**config.mk**
```make
export PLATFORM = sky130hd
export DESIGN_NAME = vga_plot_arbiter
export DESIGN_NICKNAME = d
export VERILOG_FILES = /design/src/rtl/vga_plot_arbiter.sv
export SDC_FILE = /design/constraint.sdc
export NUM_CORES = 1
export LEC_CHECK = 0
export ABC_AREA = 1
export CORE_ASPECT_RATIO = 1.5
export CORE_MARGIN = 2
export CORE_UTILIZATION = 40
export DETAILED_ROUTE_END_ITERATION = 8
export GPL_TIMING_DRIVEN = 0
export PLACE_DENSITY_LB_ADDON = 0.15
export SETUP_SLACK_MARGIN = 0.3
export SLEW_MARGIN = 20
export SYNTH_ARGS = -nofsm -noshare
export SYNTH_HDL_FRONTEND = slang
export SYNTH_SLANG_ARGS = --single-unit
```
**constraint.sdc**
```tcl
create_clock -name clk -period 4.9 [get_ports clk]
set_input_delay 0.98 -clock clk [delete_from_list [all_inputs] [get_ports clk]]
set_output_delay 0.98 -clock clk [all_outputs]
set_load 0.02 [all_outputs]
```
**src/rtl/vga_plot_arbiter.sv**
```systemverilog
// Round-robin owner of the VGA adapter write port for three pixel engines.
// The granted engine is cleared for one cycle, then run and muxed until done or timeout.
module vga_plot_arbiter #(
  parameter int XW             = 8,
  parameter int YW             = 7,
  parameter int CW             = 9,
  parameter int TIMEOUT_CYCLES = 16383
) (
  input  logic            clk,
  input  logic            reset,
  input  logic [2:0]      req,
  input  logic [2:0]      eng_done,
  input  logic [3*XW-1:0] eng_x,
  input  logic [3*YW-1:0] eng_y,
  input  logic [3*CW-1:0] eng_colour,
  output logic [2:0]      eng_resetn,
  output logic [2:0]      eng_enable,
  output logic [2:0]      grant,
  output logic [2:0]      done_pulse,
  output logic [XW-1:0]   vga_x,
  output logic [YW-1:0]   vga_y,
  output logic [CW-1:0]   vga_colour,
  output logic            vga_plot,
  output logic            busy,
  output logic            timeout_err
);

  localparam int TW = $clog2(TIMEOUT_CYCLES + 1);
  localparam logic [TW-1:0] TIMEOUT_LAST = TW'(TIMEOUT_CYCLES - 1);

  typedef enum logic [1:0] {IDLE, CLEAR, RUN, FINISH} state_t;

  state_t        state_reg;
  logic [2:0]    grant_reg;
  logic [1:0]    grant_idx_reg;
  logic [1:0]    last_grant_reg;
  logic [TW-1:0] count_reg;
  logic          timeout_err_reg;

  logic [XW-1:0] x_arr [3];
  logic [YW-1:0] y_arr [3];
  logic [CW-1:0] c_arr [3];

  for (genvar gi = 0; gi < 3; gi++) begin : g_unpack
    assign x_arr[gi] = eng_x[gi*XW +: XW];
    assign y_arr[gi] = eng_y[gi*YW +: YW];
    assign c_arr[gi] = eng_colour[gi*CW +: CW];
  end

  function automatic logic [1:0] next_idx(input logic [1:0] i);
    return (i == 2'd2) ? 2'd0 : i + 2'd1;
  endfunction

  // Priority order: last+1, last+2, last. Scan lowest first so the best hit overwrites.
  logic [1:0] prio [3];
  logic [1:0] winner_idx;
  always_comb begin
    prio[0]    = next_idx(last_grant_reg);
    prio[1]    = next_idx(prio[0]);
    prio[2]    = last_grant_reg;
    winner_idx = prio[2];
    for (int k = 2; k >= 0; k--) begin
      if (req[prio[k]]) winner_idx = prio[k];
    end
  end

  always_ff @(posedge clk) begin
    if (reset) begin
      state_reg       <= IDLE;
      grant_reg       <= 3'b000;
      grant_idx_reg   <= 2'd0;
      last_grant_reg  <= 2'd2;
      count_reg       <= '0;
      timeout_err_reg <= 1'b0;
    end else begin
      case (state_reg)
        IDLE: begin
          if (|req) begin
            grant_reg     <= 3'b001 << winner_idx;
            grant_idx_reg <= winner_idx;
            state_reg     <= CLEAR;
          end
        end
        CLEAR: begin
          count_reg <= '0;
          state_reg <= RUN;
        end
        RUN: begin
          count_reg <= count_reg + TW'(1);
          if (eng_done[grant_idx_reg]) begin
            state_reg <= FINISH;
          end else if (count_reg == TIMEOUT_LAST) begin
            timeout_err_reg <= 1'b1;
            state_reg       <= FINISH;
          end
        end
        FINISH: begin
          last_grant_reg <= grant_idx_reg;
          grant_reg      <= 3'b000;
          state_reg      <= IDLE;
        end
        default: state_reg <= IDLE;
      endcase
    end
  end

  logic in_run;
  assign in_run = (state_reg == RUN);

  assign eng_resetn  = reset ? 3'b000 :
                       (state_reg == CLEAR) ? ~grant_reg : 3'b111;
  assign eng_enable  = in_run ? grant_reg : 3'b000;
  assign done_pulse  = (state_reg == FINISH) ? grant_reg : 3'b000;
  assign grant       = grant_reg;
  assign busy        = (state_reg != IDLE);
  assign timeout_err = timeout_err_reg;

  // The engine's done cycle carries no pixel, so plot is suppressed there.
  assign vga_x      = in_run ? x_arr[grant_idx_reg] : '0;
  assign vga_y      = in_run ? y_arr[grant_idx_reg] : '0;
  assign vga_colour = in_run ? c_arr[grant_idx_reg] : '0;
  assign vga_plot   = in_run & ~eng_done[grant_idx_reg];

endmodule

```
==> metrics.log <==
[metrics] total power of the final layout: 1160 uW
[metrics] transition time of the tightest slew-check pin: 660 ps
[metrics] syn nets: 417
[metrics] TritonCTS buffer count: 3
[metrics] leakage dissipation: 0.00131 uW
[metrics] number of rows in the core area: 30
[metrics] clock sink count: 24
[metrics] synthesis-to-finish area growth: 68.6%
[metrics] Post CTS Setup Buffer Count: 0
[metrics] critical path class: in2out
[metrics] crit path capture type: primary output
[metrics] Max Root-Sink Buffers: 2
[metrics] number of remaining DRC errors: 0
[metrics] die outline height: 87.7 um
[metrics] post-cts hold buffer count: 0
[metrics] mean post-synth cell area: 5.66 sq um
[metrics] required time of the critical path: 3920 ps
[metrics] number of hold violations in the final report: 0
[metrics] synth top area cells: dfxtp_1 (26%), nand2_1 (14%), nor2_1 (14%), a21oi_1 (13%), o21ai_0 (9.4%)
[metrics] number of warning messages in the yosys log: 0
[metrics] number of distinct library cell variants in the gate-level netlist after synthesis: 23
[metrics] most used cells in the layout excluding fill and tap cells: clkdlybuf4s50_1 (118), nand2_1 (69), nor2_1 (68)
[metrics] drt initial violations: 114
[metrics] Core ar.: 4500 sq um
[metrics] clock tree from TritonCTS: yes
[metrics] critical-path maximum fanout: 10
[metrics] top-level port count: 119
[metrics] Final Net Count: 540
[metrics] total negative setup slack: 0 ps
[metrics] first-pass GRT wire length: 10.2 mm
[metrics] max FFs per register: 14
[metrics] clock period minus final worst setup slack: 3530 ps
[metrics] horizontal die dimension: 59.8 um
[metrics] combined buffer and inverter count along the critical path: 3
[metrics] sequence of cells on the critical path: clkdlybuf4s50_1 > clkbuf_1 > a21oi_1 > clkdlybuf4s50_1
[metrics] total number of H-tree levels: 1
[metrics] Hold Path Class: reg2reg
[metrics] count of antenna diodes in the layout: 0
[metrics] share of final-layout standard cells stronger than drive strength 1: 3.10%
[metrics] critical-path cell with the highest stage delay: clkdlybuf4s50_1
[metrics] number of vias per cell: 5.09
[metrics] number of setup violations in the final report: 0
[metrics] count of mapped cells out of synthesis: 330
[metrics] final cell count without fillers: 499
[metrics] average routed wire per standard cell: 13.4 um
[metrics] Final Routed Wirelength: 6.68 mm
[metrics] relative slew slack: 56.0%
[metrics] kind of cell adding the most delay to the critical path: buffers and inverters
[metrics] Clock transition at path regs: 70 ps
[metrics] synthesized flop and latch total: 24
[metrics] biggest area consumer among synthesized cells: dfxtp_1
[metrics] highest ir drop seen on vdd: 0.287 mV
[metrics] Die ar.: 5250 sq um
[metrics] clock network latency to the later pin of the worst-skew pair: 260 ps
[metrics] max-cap violation count: 0
[metrics] Worst path most repeated cell: clkdlybuf4s50_1
[metrics] largest net degree at the start of global routing: 13
[metrics] total power density per cell area: 368 nW/um^2
[metrics] sequential cell area fraction in the yosys report: 25.7%
[metrics] routed via count: 2,539
[metrics] arrival time reported for the critical path endpoint: 2550 ps
[metrics] Fmax achieved: 284 MHz
[metrics] maximum cell stage delay along the critical path: 570 ps
[metrics] clock tree root buffer cell: clkbuf_8
[metrics] setup repair after global routing missed its margin: no
[metrics] vias in the first global route: 2,304
[metrics] effective utilization at floorplan: 41.5%
[metrics] number of port buffers: 118
[metrics] status: complete, no violations
[metrics] residual antenna-violating net count after detailed routing: 0
[metrics] area after detailed placement: 3110 sq um
[metrics] share of the synthesized area in the top cell type: 25.7%
[metrics] part of the cycle the worst path needs: 72.0%
[metrics] Max Transition Viols Final: 0
[metrics] final HPWL from detailed placement: 5.41 mm
[metrics] most common library cell in the layout ignoring fill and taps: clkdlybuf4s50_1
[metrics] remaining global-route overflow: 0
[metrics] worst clock skew: 5.14 ps
[metrics] cell area after synthesis: 1870 sq um
[metrics] type of origin of the critical path: input pin
[metrics] number of antenna violations at the first check in global routing: 0
[metrics] post-CTS sizing: 0
[metrics] drt pass-1 iters: 4
[metrics] Inst Count DP: 496
[metrics] area of all placed cells without fillers: 3150 sq um
[metrics] Final Wtd Congestion: 0.856
[metrics] overall fraction of global-route tracks in use: 24.7%
[routing by layer]
layer	track usage, %	wire, um	vias up
met1	27.5	2690	1129
met2	44.3	3180	87
met3	7.83	717	9
met5	0	0	-
li1	-	-	1314
met4	6.67	82	0
[synthesized netlist by cell type (all sizes together)]
cell	number
inv	33
dfxtp	24
nand2	70
o21ai	36
clkbuf	6
o21bai	1
and3	1
nor3b	1
a31oi	3
a31o	1
a21oi	48
nand3	9
nor2	72
nor3	6
ha	7
nand4	4
buf	8
[report_power, final]
part / switching (uW) / internal, uW
sequential: 25.1 / 222
clock: 55.0 / 54.8
combinational: 476 / 327
total: 556 / 604
[path summary, 6_finish.rpt]
kind | slack [ps] | depth (start not counted) | to | from
max | 1370 | 4 | eng_resetn[1] | reset
min | 450 | 2 | count_reg[5]$_SDFFE_PP0P_ | count_reg[5]$_SDFFE_PP0P_
max reg2reg | 2940 | 5 | count_reg[3]$_SDFFE_PP0P_ | state_reg[0]$_SDFFE_PP0P_
min reg2reg | 450 | 2 | count_reg[5]$_SDFFE_PP0P_ | count_reg[5]$_SDFFE_PP0P_
[logic make-up after synthesis]
| family | share of synthesized area, % |
|---|---|
| adder cells (fa/ha/maj) | 4.69 |
| AND/OR/NAND/NOR | 35.5 |
| flip-flops | 25.7 |
| buffers and inverters | 9.71 |
| AO/OA/AOI/OAI | 24.4 |
[cell type report]
type	count	area, sq um
plain buffers	14	57.6
clock buffers	3	41.3
fillers	414	1350
inverters	33	124
multi-input cells	259	1210
flip-flops and latches	24	480
well taps	48	60.1
repair buffers	118	1180
[worst reg2reg max path, stage by stage, from the launching register on]
cell and delay, ps:
dfxtp_1 400, inv_1 100, ha_1 390, a21oi_1 580, inv_1 200, nor3_1 210
[stage by stage]
step / setup slack, ps / utilization (%) / hold slack, ps
2_1_floorplan: 2400 / - / 421
3_3_place_gp: 1400 / 69.1 / 431
3_5_place_dp: 1380 / 69.1 / 439
4_1_cts: 1390 / 70.0 / 451
5_1_grt: 1270 / 70.0 / 473
6_report: 1370 / 70.0 / 446
Power figures use the tool's default switching activity.
